File: src/rtl/adder_bist.sv
// adder_bist: LFSR-driven built-in self test for a WIDTH-bit adder.
// Define ADDER_BIST_CORNER_EN to prepend four fixed corner vectors to a run.
module adder_bist #(
  parameter int unsigned WIDTH       = 16,
  parameter int unsigned NUM_VECTORS = 256,
  parameter logic [31:0] SEED        = 32'h1234_ACE1
) (
  input  logic             clk,
  input  logic             rst_i,
  input  logic             start_i,
  output logic [WIDTH-1:0] a_o,
  output logic [WIDTH-1:0] b_o,
  input  logic [WIDTH-1:0] sum_i,
  input  logic             carry_i,
  output logic             busy_o,
  output logic             done_o,
  output logic             pass_o,
  output logic [15:0]      err_count_o
);

`ifdef ADDER_BIST_CORNER_EN
  localparam int unsigned NCORNER = 4;
`else
  localparam int unsigned NCORNER = 0;
`endif
  localparam logic [16:0] LAST = 17'(NUM_VECTORS + NCORNER - 1);

  typedef enum logic [1:0] {
    IDLE,
    RUN,
    DRAIN,
    DONE
  } state_t;

  state_t           state_q;
  state_t           state_d;
  logic [31:0]      lfsr_q;
  logic [16:0]      idx_q;
  logic [WIDTH-1:0] exp_sum_q;
  logic             sum_pend_q;
  logic [15:0]      err_q;

  logic             last_vec;
  logic [16:0]      idx_nx;
  logic [31:0]      lfsr_nx;
  logic [WIDTH-1:0] nxt_a;
  logic [WIDTH-1:0] nxt_b;
  logic [WIDTH:0]   exp_full;
  logic             carry_err;
  logic             sum_err;
  logic [1:0]       inc;
  logic [16:0]      err_sum;
  logic [15:0]      err_add;

  function automatic logic [31:0] lfsr_step(input logic [31:0] s);
    return {s[30:0], s[31] ^ s[21] ^ s[1] ^ s[0]};
  endfunction

`ifdef ADDER_BIST_CORNER_EN
  // Returns {b, a} for corner vector k.
  function automatic logic [2*WIDTH-1:0] corner_vec(input logic [1:0] k);
    logic [15:0] h5;
    logic [15:0] ha;
    h5 = 16'h5555;
    ha = 16'hAAAA;
    unique case (k)
      2'd0:    return {{WIDTH{1'b0}}, {WIDTH{1'b0}}};
      2'd1:    return {WIDTH'(1), {WIDTH{1'b1}}};
      2'd2:    return {{WIDTH{1'b1}}, {WIDTH{1'b1}}};
      default: return {ha[WIDTH-1:0], h5[WIDTH-1:0]};
    endcase
  endfunction
`endif

  assign last_vec    = (idx_q == LAST);
  assign err_count_o = err_q;
  assign pass_o      = done_o && (err_q == 16'd0);

  // State register.
  always_ff @(posedge clk) begin
    if (rst_i) state_q <= IDLE;
    else       state_q <= state_d;
  end

  // Next-state and status decode.
  always_comb begin
    state_d = state_q;
    busy_o  = 1'b0;
    done_o  = 1'b0;
    unique case (state_q)
      IDLE: begin
        if (start_i) state_d = RUN;
      end
      RUN: begin
        busy_o = 1'b1;
        if (last_vec) state_d = DRAIN;
      end
      DRAIN: begin
        busy_o  = 1'b1;
        state_d = DONE;
      end
      DONE: begin
        done_o = 1'b1;
        if (start_i) state_d = RUN;
      end
      default: state_d = IDLE;
    endcase
  end

  // Vector to present after the current one.
  always_comb begin
    idx_nx  = idx_q + 17'd1;
    lfsr_nx = lfsr_step(lfsr_q);
    nxt_a   = lfsr_nx[WIDTH-1:0];
    nxt_b   = lfsr_nx[WIDTH+15:16];
`ifdef ADDER_BIST_CORNER_EN
    if (idx_nx < 17'd4) begin
      lfsr_nx        = lfsr_q;
      {nxt_b, nxt_a} = corner_vec(idx_nx[1:0]);
    end else if (idx_nx == 17'd4) begin
      lfsr_nx = lfsr_q;
      nxt_a   = lfsr_q[WIDTH-1:0];
      nxt_b   = lfsr_q[WIDTH+15:16];
    end
`endif
  end

  // Carry and sum checks with a saturating event count.
  always_comb begin
    exp_full  = {1'b0, a_o} + {1'b0, b_o};
    carry_err = (state_q == RUN) && (carry_i != exp_full[WIDTH]);
    sum_err   = busy_o && sum_pend_q && (sum_i != exp_sum_q);
    inc       = {1'b0, carry_err} + {1'b0, sum_err};
    err_sum   = {1'b0, err_q} + {15'd0, inc};
    err_add   = err_sum[16] ? 16'hFFFF : err_sum[15:0];
  end

  // Vector sequencing, expected-sum pipeline and error count.
  always_ff @(posedge clk) begin
    if (rst_i) begin
      lfsr_q     <= SEED;
      idx_q      <= 17'd0;
      a_o        <= '0;
      b_o        <= '0;
      exp_sum_q  <= '0;
      sum_pend_q <= 1'b0;
      err_q      <= 16'd0;
    end else begin
      unique case (state_q)
        IDLE, DONE: begin
          if (start_i) begin
            lfsr_q     <= SEED;
            idx_q      <= 17'd0;
            sum_pend_q <= 1'b0;
            err_q      <= 16'd0;
`ifdef ADDER_BIST_CORNER_EN
            a_o        <= '0;
            b_o        <= '0;
`else
            a_o        <= SEED[WIDTH-1:0];
            b_o        <= SEED[WIDTH+15:16];
`endif
          end
        end
        RUN: begin
          err_q      <= err_add;
          exp_sum_q  <= exp_full[WIDTH-1:0];
          sum_pend_q <= 1'b1;
          if (last_vec) begin
            a_o <= '0;
            b_o <= '0;
          end else begin
            idx_q  <= idx_nx;
            lfsr_q <= lfsr_nx;
            a_o    <= nxt_a;
            b_o    <= nxt_b;
          end
        end
        DRAIN: begin
          err_q      <= err_add;
          sum_pend_q <= 1'b0;
        end
        default: ;
      endcase
    end
  end

endmodule
File: config.mk
export PLATFORM = sky130hd
export DESIGN_NAME = adder_bist
export DESIGN_NICKNAME = d
export VERILOG_FILES = /design/src/rtl/adder_bist.sv
export SDC_FILE = /design/constraint.sdc
export NUM_CORES = 1
export LEC_CHECK = 0
export CORE_ASPECT_RATIO = 1.2
export CORE_MARGIN = 4
export CORE_UTILIZATION = 55
export CTS_CLUSTER_DIAMETER = 30
export DETAILED_ROUTE_END_ITERATION = 10
export HOLD_SLACK_MARGIN = 0.06
export PLACE_DENSITY = 0.79
export SKIP_CTS_REPAIR_TIMING = 1
export SYNTH_ARGS = -nofsm -noshare
export SYNTH_HDL_FRONTEND = slang
export SYNTH_SLANG_ARGS = --single-unit
File: constraint.sdc
create_clock -name clk -period 5.1 [get_ports clk]
set_input_delay 1.02 -clock clk [delete_from_list [all_inputs] [get_ports clk]]
set_output_delay 1.02 -clock clk [all_outputs]
set_load 0.01 [all_outputs]
==> impl_results.md, run 1 <==
* Vias in the first global route at 4968
* Finished Layout Cells at 874
* Tightest Hold Check Type: reg -> reg
* Wirelength, routed at 14600 um
* Root Driver: clkbuf_16
* DR top layer: met4
* Dpl hpwl at 9710 um
* CP Launch Type: flop
* R2R setup slack at 0.76 ns
* Max_slew headroom at 23.5%
* Port Buf Inserts at 70
* Metal-1 WL at 6070 um
* CTS H-tree depth at 4
* Total GRT Usage at 24.7%
* Final setup TNS at 0 ns
* Peak supply drop at 0.265 mV
* First-pass GRT wire length at 23900 um
* Pwr Density at 523 nW/um2
* Number of flops mapped to enable cells by yosys at 0
* Grt ovf at 0
* Die X-Extent at 101 um
* Die Y at 119 um
* Ys async rst share at 0%
* Area grow syn2layout at 22.9%
* Clock skew at 0.00822 ns
* Placed insts at 843
* Fmax achieved at 230 MHz
* Register Area at 2320 um2
* Syn_area_per_cell at 8.36 um2
* Cells after Synth at 677
* Final Hold Violating Endpoints at 0
* Share of cells above drive strength 1 at 6.95%
* WL met2 at 7470 um
* Final setup fails at 0
* Hold Path Cell Cnt at 2
* Critical path required time at 5.43 ns
* CORE AREA at 10100 um2
* Initial DRC Count at 283
* Final setup margin at 0.761 ns
* Wire per inst at 16.7 um
* Max-cap violations at 0
* Post-synthesis cell area at 5660 um2
* Final ANT Viol Nets at 0
* Reg2reg path depth at 16
* Leading cell type in the layout, fill and taps excluded: dfxtp_1
* Largest net degree at the start of global routing at 113
* Status: finished clean
* Syn nets at 720
* Tightest Pin Transition at 1.15 ns
* Crit Path Max Fanout at 14
* Area of the multi-input gates at 3140 um2
* Main synth FF type: dfxtp_1
* Seq cells post-synth at 116
* Num CTS Buffers at 17
* DRC viols at 0
* Crit end category: flop
* Die ar. at 12000 um2
* Nets at 779
* TritonRoute pass-1 iters at 5
* Maximum root-to-sink buffer count at 2
* Register area share after synthesis at 41.0%
* Initial core utilization at 56.3%
* Pleak at 2.75 nW
* Max Slew Vio Count at 0
* Place WS at 0.824 ns
* Worst EP arrival at 4.67 ns
* # IOs at 71
* CTS clock-pin slew for the worst setup and hold paths at 0.05 ns
* ANT cells at 0
* CTS tree: yes
* Filler cells at 801
* Commonest non-fill, non-tap cells in the layout: 116 x dfxtp_1, 95 x nand2_1, 83 x a21oi_1
* Routed wire length on met3 at 790 um
* RSZ-0062 raised after global routing: no
* Vias per std cell at 5.85
* Routability congestion estimate at 0.912
* Clock Sink Count at 116
* Post-synth cell types at 61
* Ys Warns at 0
* Tmin final at 4.34 ns
* Critical setup path kind: reg -> reg
* Via count at 5111
* Initial antenna violation count at 0
* Fin crit share at 85.1%
* Clk Latency, worst-skew pair at 0.42 ns
* Row count at 40
[synthesized netlist by cell type (all sizes together), types with 2 or more instances]
| master | instances | area (um2) |
|---|---|---|
| dfxtp | 116 | 2320 |
| nand2 | 96 | 363 |
| a21oi | 84 | 432 |
| nor2 | 71 | 267 |
| nor3 | 33 | 165 |
| xor2 | 33 | 289 |
| o21ai | 26 | 145 |
| clkbuf | 23 | 86.3 |
| ha | 21 | 263 |
| nand3 | 18 | 100 |
| mux2i | 16 | 160 |
| o21bai | 13 | 97.6 |
| buf | 12 | 85.1 |
| a31oi | 11 | 68.8 |
| nor4 | 10 | 98.8 |
| a21o | 9 | 67.6 |
| and3 | 9 | 56.3 |
| nand4 | 9 | 56.3 |
| inv | 7 | 26.3 |
| xnor2 | 7 | 61.3 |
| nand2b | 6 | 37.5 |
| a211oi | 4 | 30.0 |
| a22oi | 4 | 30.0 |
| and2 | 4 | 25.0 |
| and4 | 4 | 37.5 |
| a31o | 3 | 26.3 |
| o31ai | 3 | 27.5 |
| a221o | 2 | 20.0 |
| fa | 2 | 40.0 |
| nor2b | 2 | 12.5 |
| nor3b | 2 | 15.0 |
| or3 | 2 | 12.5 |
[state kept, by name, summed over array words and instances (netlist names)]
register and count:
exp_sum_q 16, b_o 16, a_o 16, state_q 2, idx_q 17, err_count_o 16, sum_pend_q 1, lfsr_q 32
[critical path, stage by stage, from the launching register on]
cell and delay, ns:
dfxtp_1 0.33, ha_1 0.22, fa_1 0.41, a21o_1 0.20, a221oi_2 0.37, o31ai_2 0.16
and3_1 0.20, a31oi_1 0.20, mux2i_1 0.27, fa_1 0.29, ha_1 0.21, nand3_1 0.22
nor4_4 0.40, nand3_2 0.32, nand3_1 0.18, mux2i_1 0.08, nor3_1 0.17
[per-stage QoR]
stage | util (%) | power, mW | instance area [um2] | hold slack (ns)
final | 69.1 | 3.64 | 6960 | 0.456
after global routing | 69.1 | 3.83 | 6960 | 0.488
after CTS | 69.1 | 3.64 | 6960 | 0.457
after detailed placement | 63.5 | 2.48 | 6390 | 0.450
after global placement | 63.5 | 2.45 | 6390 | 0.443
after floorplan | - | 2.06 | 5660 | 0.432
[per-layer routing]
layer	track usage, %	vias up
li1	-	2514
met1	30.3	2413
met2	42.3	164
met3	5.45	20
met4	8.17	0
met5	0	-
[power breakdown]
| part | internal [mW] | switching [mW] |
|---|---|---|
| registers | 1.07 | 0.149 |
| logic | 0.485 | 0.790 |
| clock network | 0.738 | 0.410 |
| total | 2.29 | 1.35 |
[path summary, 6_finish.rpt]
kind	to	from
setup / recovery	err_count_o[15]$_SDFFE_PP0P_	a_o[0]$_SDFFE_PP0P_
hold / removal	lfsr_q[26]$_SDFFE_PP0P_	lfsr_q[26]$_SDFFE_PP0P_
setup reg to reg	err_count_o[15]$_SDFFE_PP0P_	a_o[0]$_SDFFE_PP0P_
hold reg to reg	lfsr_q[26]$_SDFFE_PP0P_	lfsr_q[26]$_SDFFE_PP0P_
[area by class of cell]
cell class / instances / area share, %
clock buffers: 22 / 6.67
clock inverters: 9 / 1.51
inverters: 8 / 0.432
multi-input cells: 518 / 45.2
flip-flops and latches: 116 / 33.4
well taps: 126 / 2.27
repair buffers: 75 / 10.6
[cell families (layout without fill, tap and decap cells)]
family / Yosys count / after routing / share of synthesized area, %
simple gates: 271 / 271 / 22.9
compound gates: 168 / 168 / 18.2
flops: 116 / 116 / 41.0
buf+inv: 43 / 114 / 3.56
xor+xnor: 40 / 40 / 6.19
fa+ha+maj: 23 / 23 / 5.35
mux: 16 / 16 / 2.83
Power figures use the tool's default switching activity.
==> run 2: changes to the inputs <==
PLACE_DENSITY = unset   (was 0.79)
PLACE_DENSITY_LB_ADDON = 0.12   (was unset)
SKIP_CTS_REPAIR_TIMING = unset   (was 1)
==> run 2 against run 1 <==
  * Count of clock-buffer cells in the layout decreased by 5
  * Die area unchanged
  * Non-clock buffer count unchanged
  * Sequential cell count unchanged
  * Utilization increased by 0.16 points
  * Global-route usage about the same
  * Fmax decreased by 1.9%
  * Critical endpoint unchanged
  * Cell count increased by 0.11%
  * Sequential share of layout area decreased by 0.078 points
  * Register-to-register slack got worse by 0.08 ns
==> impl_results.md, run 2 (same netlist as run 1, synthesis figures left out) <==
* Status: finished clean
* Critical path's slowest cell: fa_1
* CTS tree: yes
* Fmax achieved at 226 MHz (-1.9%)
* Initial core utilization at 56.3% (unchanged)
* CTS clock-pin slew for the worst setup and hold paths at 0.06 ns (about the same)
* Critical path required time at 5.41 ns (-0.02 ns)
* Area grow syn2layout at 23.2%
* Via count at 5116 (+0.098%)
* Hold_buf cts at 0
* Largest net degree at the start of global routing at 113 (unchanged)
* Max-cap violations at 0 (unchanged)
* Critical setup path kind: reg -> reg
* First-pass GRT wire length at 23800 um (-0.81%)
* Initial DRC Count at 226 (-20%)
* Largest regs: lfsr_q x32, idx_q x17
* Tightest Pin Transition at 1.09 ns (-0.0550 ns)
* Routability congestion estimate at 0.860 (-5.6%)
* Initial antenna violation count at 0 (unchanged)
* Final Hold Violating Endpoints at 0 (unchanged)
* # IOs at 71 (unchanged)
* # resized after CTS at 0
* Worst EP arrival at 4.74 ns (+0.07 ns)
* Most flop-heavy register: lfsr_q
* Dpl hpwl at 9840 um (+1.4%)
* Clk Latency, worst-skew pair at 0.41 ns (about the same)
* Hold Path Cell Cnt at 2 (unchanged)
* CORE AREA at 10100 um2 (unchanged)
* Metal-1 WL at 6310 um (+4.0%)
* Fin crit share at 86.7% (+1.6 points)
* RSZ-0062 raised after global routing: no
* WL met2 at 7030 um (-5.9%)
* Number of flip-flops in the largest register at 32 (unchanged)
* Max_slew headroom at 27.1% (+3.7 points)
* Port Buf Inserts at 70 (unchanged)
* CP Launch Type: flop
* CP Depth at 16 (unchanged)
* Share of cells above drive strength 1 at 7.48% (+0.52 points)
* Post-CTS Setup Bufs at 0
* Bufs and invs on worst path at 0 (unchanged)
* Pleak at 2.75 nW (+0.12%)
* R2R setup slack at 0.68 ns (-0.08 ns)
* Wirelength, routed at 14400 um (-1.1%)
* Total GRT Usage at 24.7% (+0.033 points)
* Maximum root-to-sink buffer count at 2 (unchanged)
* CP max stage delay at 0.42 ns (about the same)
* Routed wire length on met3 at 849 um (+7.5%)
* TritonRoute pass-1 iters at 5 (unchanged)
* Pwr Density at 522 nW/um2 (-0.15%)
* Clock Sink Count at 116 (unchanged)
* Tmin final at 4.42 ns (+0.0834 ns)
* Grt ovf at 0 (unchanged)
* Max Slew Vio Count at 0 (unchanged)
* Nets at 779 (unchanged)
* Die Y at 119 um (unchanged)
* Root Driver: clkbuf_16
* Die ar. at 12000 um2 (unchanged)
* Die X-Extent at 101 um (unchanged)
* ANT cells at 0 (unchanged)
* Row count at 40 (unchanged)
* CP Cell Sequence: ha_1 -> fa_1 -> a21o_1 -> a221oi_2 -> o31ai_2 -> and3_1 -> a31oi_1 -> mux2i_1 -> fa_1 -> ha_1 -> nand3_1 -> nor4_4 -> nand3_2 -> nand3_1 -> mux2i_1 -> nor3_1
* DR top layer: met4
* DRC viols at 0 (unchanged)
* Final setup fails at 0 (unchanged)
* Crit Path Max Fanout at 14 (unchanged)
* Reg2reg path depth at 16 (unchanged)
* Vias per std cell at 5.85 (about the same)
* Clock skew at 0.00857 ns (+0.000353 ns)
* Final setup TNS at 0 ns (unchanged)
* CTS H-tree depth at 4 (unchanged)
* Cell family with most CP delay: simple AND/OR/NAND/NOR gates
* Wire per inst at 16.5 um (-1.2%)
* Place WS at 0.790 ns (-0.0334 ns)
* Final ANT Viol Nets at 0 (unchanged)
* Crit end category: flop
* Peak supply drop at 0.313 mV (+18%)
* Final Util at 69.3% (+0.16 points)
* Final setup margin at 0.678 ns (-0.0834 ns)
* Commonest non-fill, non-tap cells in the layout: 116 x dfxtp_1, 95 x nand2_1, 83 x a21oi_1
* Vias in the first global route at 4872 (-1.9%)
* Leading cell type in the layout, fill and taps excluded: dfxtp_1
* Num CTS Buffers at 17 (unchanged)
* Tightest Hold Check Type: reg -> reg
run 2: metal layers:
metal,GRT usage (%),up-vias
met5,0,-
met4,7.67,0
met3,6.68,19
met2,39.5,147
met1,32.4,2431
li1,-,2519
run 2: worst paths after layout:
check | startpoint | endpoint
worst max-delay path | a_o[0]$_SDFFE_PP0P_ | err_count_o[15]$_SDFFE_PP0P_
worst min-delay path | lfsr_q[8]$_SDFFE_PP0P_ | lfsr_q[8]$_SDFFE_PP0P_
worst max register to register | a_o[0]$_SDFFE_PP0P_ | err_count_o[15]$_SDFFE_PP0P_
worst min register to register | lfsr_q[8]$_SDFFE_PP0P_ | lfsr_q[8]$_SDFFE_PP0P_
run 2: cell type report:
class / instances / area [um2]
flip-flops and latches: 116 / 2320
repair buffers: 75 / 736
clock inverters: 15 / 160
multi-input cells: 518 / 3140
clock buffers: 17 / 425
inverters: 8 / 30.0
fillers: 831 / 3090
well taps: 126 / 158
run 2: stage by stage:
stage | hold slack [ns] | cells | total power [mW] | instance area [um2]
after floorplan | 0.432 | 677 | 2.06 | 5660
after global routing | 0.486 | 875 | 3.86 | 6970
after detailed placement | 0.448 | 843 | 2.49 | 6390
final | 0.456 | 875 | 3.64 | 6970
after global placement | 0.442 | 843 | 2.46 | 6390
after CTS | 0.456 | 875 | 3.66 | 6970
run 2: where the power goes:
group | switching (mW) | internal, mW | leakage [nW]
Sequential | 0.153 | 1.07 | 0.943
Clock | 0.434 | 0.720 | 0.271
Combinational | 0.783 | 0.486 | 1.54
Total | 1.37 | 2.27 | 2.75
run 2: tightest hold or removal path, delay by kind of cell (launching register included):
| family | cells | cell delay, ns |
|---|---|---|
| flops | 1 | 0.31 |
| compound gates | 1 | 0.05 |
| simple gates | 1 | 0.05 |
==> run 3: changes to the inputs <==
CORE_UTILIZATION = 50   (was 55)
clock period = 4 ns   (was 5.1 ns; I/O delays follow)
==> run 3 against run 2 <==
  * Critical path depth stayed put
  * Total power is 26% higher
  * Highest routed layer unchanged
  * Combinational power is 29% higher
  * Largest power group unchanged
  * Clock power is 20% higher
  * Clock skew is 0.0012 ns higher
  * Worst hold slack better by 0.0026 ns
  * Sequential power is 27% higher
  * Sequential share of layout area is 0.40 points lower
  * Die area is 9.3% higher
  * Critical path type unchanged
  * Non-clock buffer count is 9 higher
  * Wire length is 0.39% higher
  * Utilization is 5.4 points lower
==> impl_results.md, run 3 (same netlist as run 1, synthesis figures left out) <==
* Hold_buf cts at 0 (unchanged)
* End of the critical path: err_count_o[15]$_SDFFE_PP0P_
* Critical path required time at 4.26 ns (-1.15 ns)
* Final setup fails at 0 (unchanged)
* Reg2reg path depth at 16 (unchanged)
* Leading cell type in the layout, fill and taps excluded: dfxtp_1
* Fin crit share at 94.3% (+7.5 points)
* DRC viols at 0 (unchanged)
* TritonRoute pass-1 iters at 5 (unchanged)
* Initial antenna violation count at 0 (unchanged)
* Pwr Density at 649 nW/um2 (+24%)
* Bufs and invs on worst path at 1 (+1)
* Grt ovf at 0 (unchanged)
* Max-cap violations at 0 (unchanged)
* Crit path top cell by count: mux2i_1
* Max_slew headroom at 38.7% (+12 points)
* First-pass GRT wire length at 23700 um (-0.17%)
* Final ANT Viol Nets at 0 (unchanged)
* Largest net degree at the start of global routing at 76 (-33%)
* Critical path's slowest cell: fa_1
* Share of cells above drive strength 1 at 9.49% (+2.0 points)
* Wire per inst at 16.2 um (-1.4%)
* Dpl hpwl at 9910 um (+0.68%)
* R2R setup slack at 0.23 ns (-0.45 ns)
* CP Cell Sequence: ha_1 -> fa_1 -> a21o_1 -> a221oi_2 -> o31ai_2 -> and3_1 -> a31oi_2 -> mux2i_1 -> fa_2 -> buf_4 -> nand3_2 -> nor4_4 -> nand3_1 -> nor2_1 -> mux2i_1 -> nor3_1
* Maximum root-to-sink buffer count at 2 (unchanged)
* CORE AREA at 11000 um2 (+9.7%)
* CP Depth at 16 (unchanged)
* Die X-Extent at 105 um (+4.5%)
* Die ar. at 13100 um2 (+9.3%)
* Pleak at 2.79 nW (+1.4%)
* Most flop-heavy register: lfsr_q
* Die Y at 125 um (+4.6%)
* Initial core utilization at 51.3% (-5.0 points)
* GRT Max-Usage Layer: met2
* Routability congestion estimate at 0.862 (+0.20%)
* CTS tree: yes
* CP max stage delay at 0.41 ns (about the same)
* Nets at 789 (+1.3%)
* Met2 usage at 34.9% (-4.6 points)
* Commonest non-fill, non-tap cells in the layout: 116 x dfxtp_1, 95 x nand2_1, 83 x a21oi_1
* Clock Sink Count at 116 (unchanged)
* Via count at 5133 (+0.33%)
* Setup crit start: a_o[0]$_SDFFE_PP0P_
* Max Slew Vio Count at 0 (unchanged)
* Tightest Pin Transition at 0.916 ns (-0.175 ns)
* ANT cells at 0 (unchanged)
* Fmax achieved at 265 MHz (+17%)
* Critical setup path kind: reg -> reg
* CTS H-tree depth at 4 (unchanged)
* Filler cells at 963 (+16%)
* Final Hold Violating Endpoints at 0 (unchanged)
* Met1 usage at 29.5% (-2.9 points)
* Num CTS Buffers at 17 (unchanged)
* Peak supply drop at 0.320 mV (+2.2%)
* CP Launch Type: flop
* Final Util at 63.9% (-5.4 points)
* Initial DRC Count at 256 (+13%)
* # IOs at 71 (unchanged)
* Tmin final at 3.77 ns (-0.652 ns)
* Number of flip-flops in the largest register at 32 (unchanged)
* Worst reg2reg path endpoint: err_count_o[15]$_SDFFE_PP0P_
* M3 GR Usage at 5.03% (-1.6 points)
* Total GRT Usage at 22.0% (-2.7 points)
* Root Driver: clkbuf_16
* Worst EP arrival at 4.03 ns (-0.71 ns)
* RR Startpoint: a_o[0]$_SDFFE_PP0P_
* Vias per std cell at 5.76 (-1.5%)
* Clock skew at 0.00973 ns (+0.00115 ns)
* WHS at 0.459 ns (+0.00257 ns)
* Clk Latency, worst-skew pair at 0.41 ns (about the same)
* Crit end category: flop
* Row count at 42 (+5.0%)
* Vias in the first global route at 4791 (-1.7%)
* Tightest Hold Check Type: reg -> reg
* Area grow syn2layout at 24.6%
* Status: finished clean
* CTS clock-pin slew for the worst setup and hold paths at 0.06 ns (about the same)
* Cell family with most CP delay: simple AND/OR/NAND/NOR gates
* Largest regs: lfsr_q x32, idx_q x17
* Crit Path Max Fanout at 4 (-10)
* Port Buf Inserts at 70 (unchanged)
* Wirelength, routed at 14500 um (+0.39%)
[run 3: cell types whose count changed in the layout (fill, tap and decap cells not counted), moves of 3 or more]
cell / delta
buf_4: +9
clkinv_4: +3
clkinvlp_4: -3
inv_6: +3
[run 3: how the worst min path moves through the flow]
stage                                  startpoint                       to  slack, ns  cells after the start
after global placement    lfsr_q[16]$_SDFFE_PP0P_  lfsr_q[16]$_SDFFE_PP0P_       0.44                      2
after CTS                  lfsr_q[8]$_SDFFE_PP0P_   lfsr_q[8]$_SDFFE_PP0P_       0.46                      2
final                     lfsr_q[29]$_SDFFE_PP0P_  lfsr_q[29]$_SDFFE_PP0P_       0.46                      2
after global routing      lfsr_q[30]$_SDFFE_PP0P_  lfsr_q[30]$_SDFFE_PP0P_       0.47                      2
after detailed placement   lfsr_q[8]$_SDFFE_PP0P_   lfsr_q[8]$_SDFFE_PP0P_       0.45                      2
after floorplan           sum_pend_q$_SDFFE_PP0P_  sum_pend_q$_SDFFE_PP0P_       0.43                      2
[run 3: layout make-up]
type	instances	area [um2]	area share (%)
timing repair buffer	84	803	11.4
clock buffer	17	425	6.03
clock inverter	15	125	1.77
sequential	116	2320	32.9
multi-input combinational	519	3180	45.1
inverter	8	30.0	0.426
tap	132	165	2.34
[run 3: per-layer routing]
metal  vias to the layer above  wire length (um)
met4                         0               248
met2                       168              6850
li1                       2535                 -
met5                         -                 0
met3                        25               912
met1                      2405              6450
[run 3: power breakdown]
part,internal (mW),switching (mW)
clock,0.803,0.582
sequential,1.36,0.193
combinational,0.637,1.00
total,2.80,1.78
[run 3: what timing repair did]
action	CTS	global route
pin swaps	0	3
setup endpoints to repair	1	16
resized for setup	1	8
cloned	0	1
buffers inserted	0	1
[run 3: worst reg2reg max path: stages, from the launching register on]
cell	delay, ns
dfxtp_1	0.33
ha_1	0.23
fa_1	0.41
a21o_1	0.20
a221oi_2	0.29
o31ai_2	0.12
and3_1	0.20
a31oi_2	0.22
mux2i_1	0.28
fa_2	0.25
buf_4	0.12
nand3_2	0.14
nor4_4	0.31
nand3_1	0.15
nor2_1	0.14
mux2i_1	0.19
nor3_1	0.06
[run 3: through the flow]
stage | worst slack [ns] | power, mW | setup TNS [ns] | instances | cell area [um2]
3_3_place_gp | 0.0978 | 3.17 | 0 | 857 | 6450
2_1_floorplan | 0.189 | 2.63 | 0 | 677 | 5660
3_5_place_dp | 0.0464 | 3.20 | 0 | 857 | 6450
5_1_grt | -0.0340 | 4.85 | -0.0941 | 891 | 7060
4_1_cts | 0.0285 | 4.59 | 0 | 889 | 7010
6_report | 0.230 | 4.58 | 0 | 891 | 7060
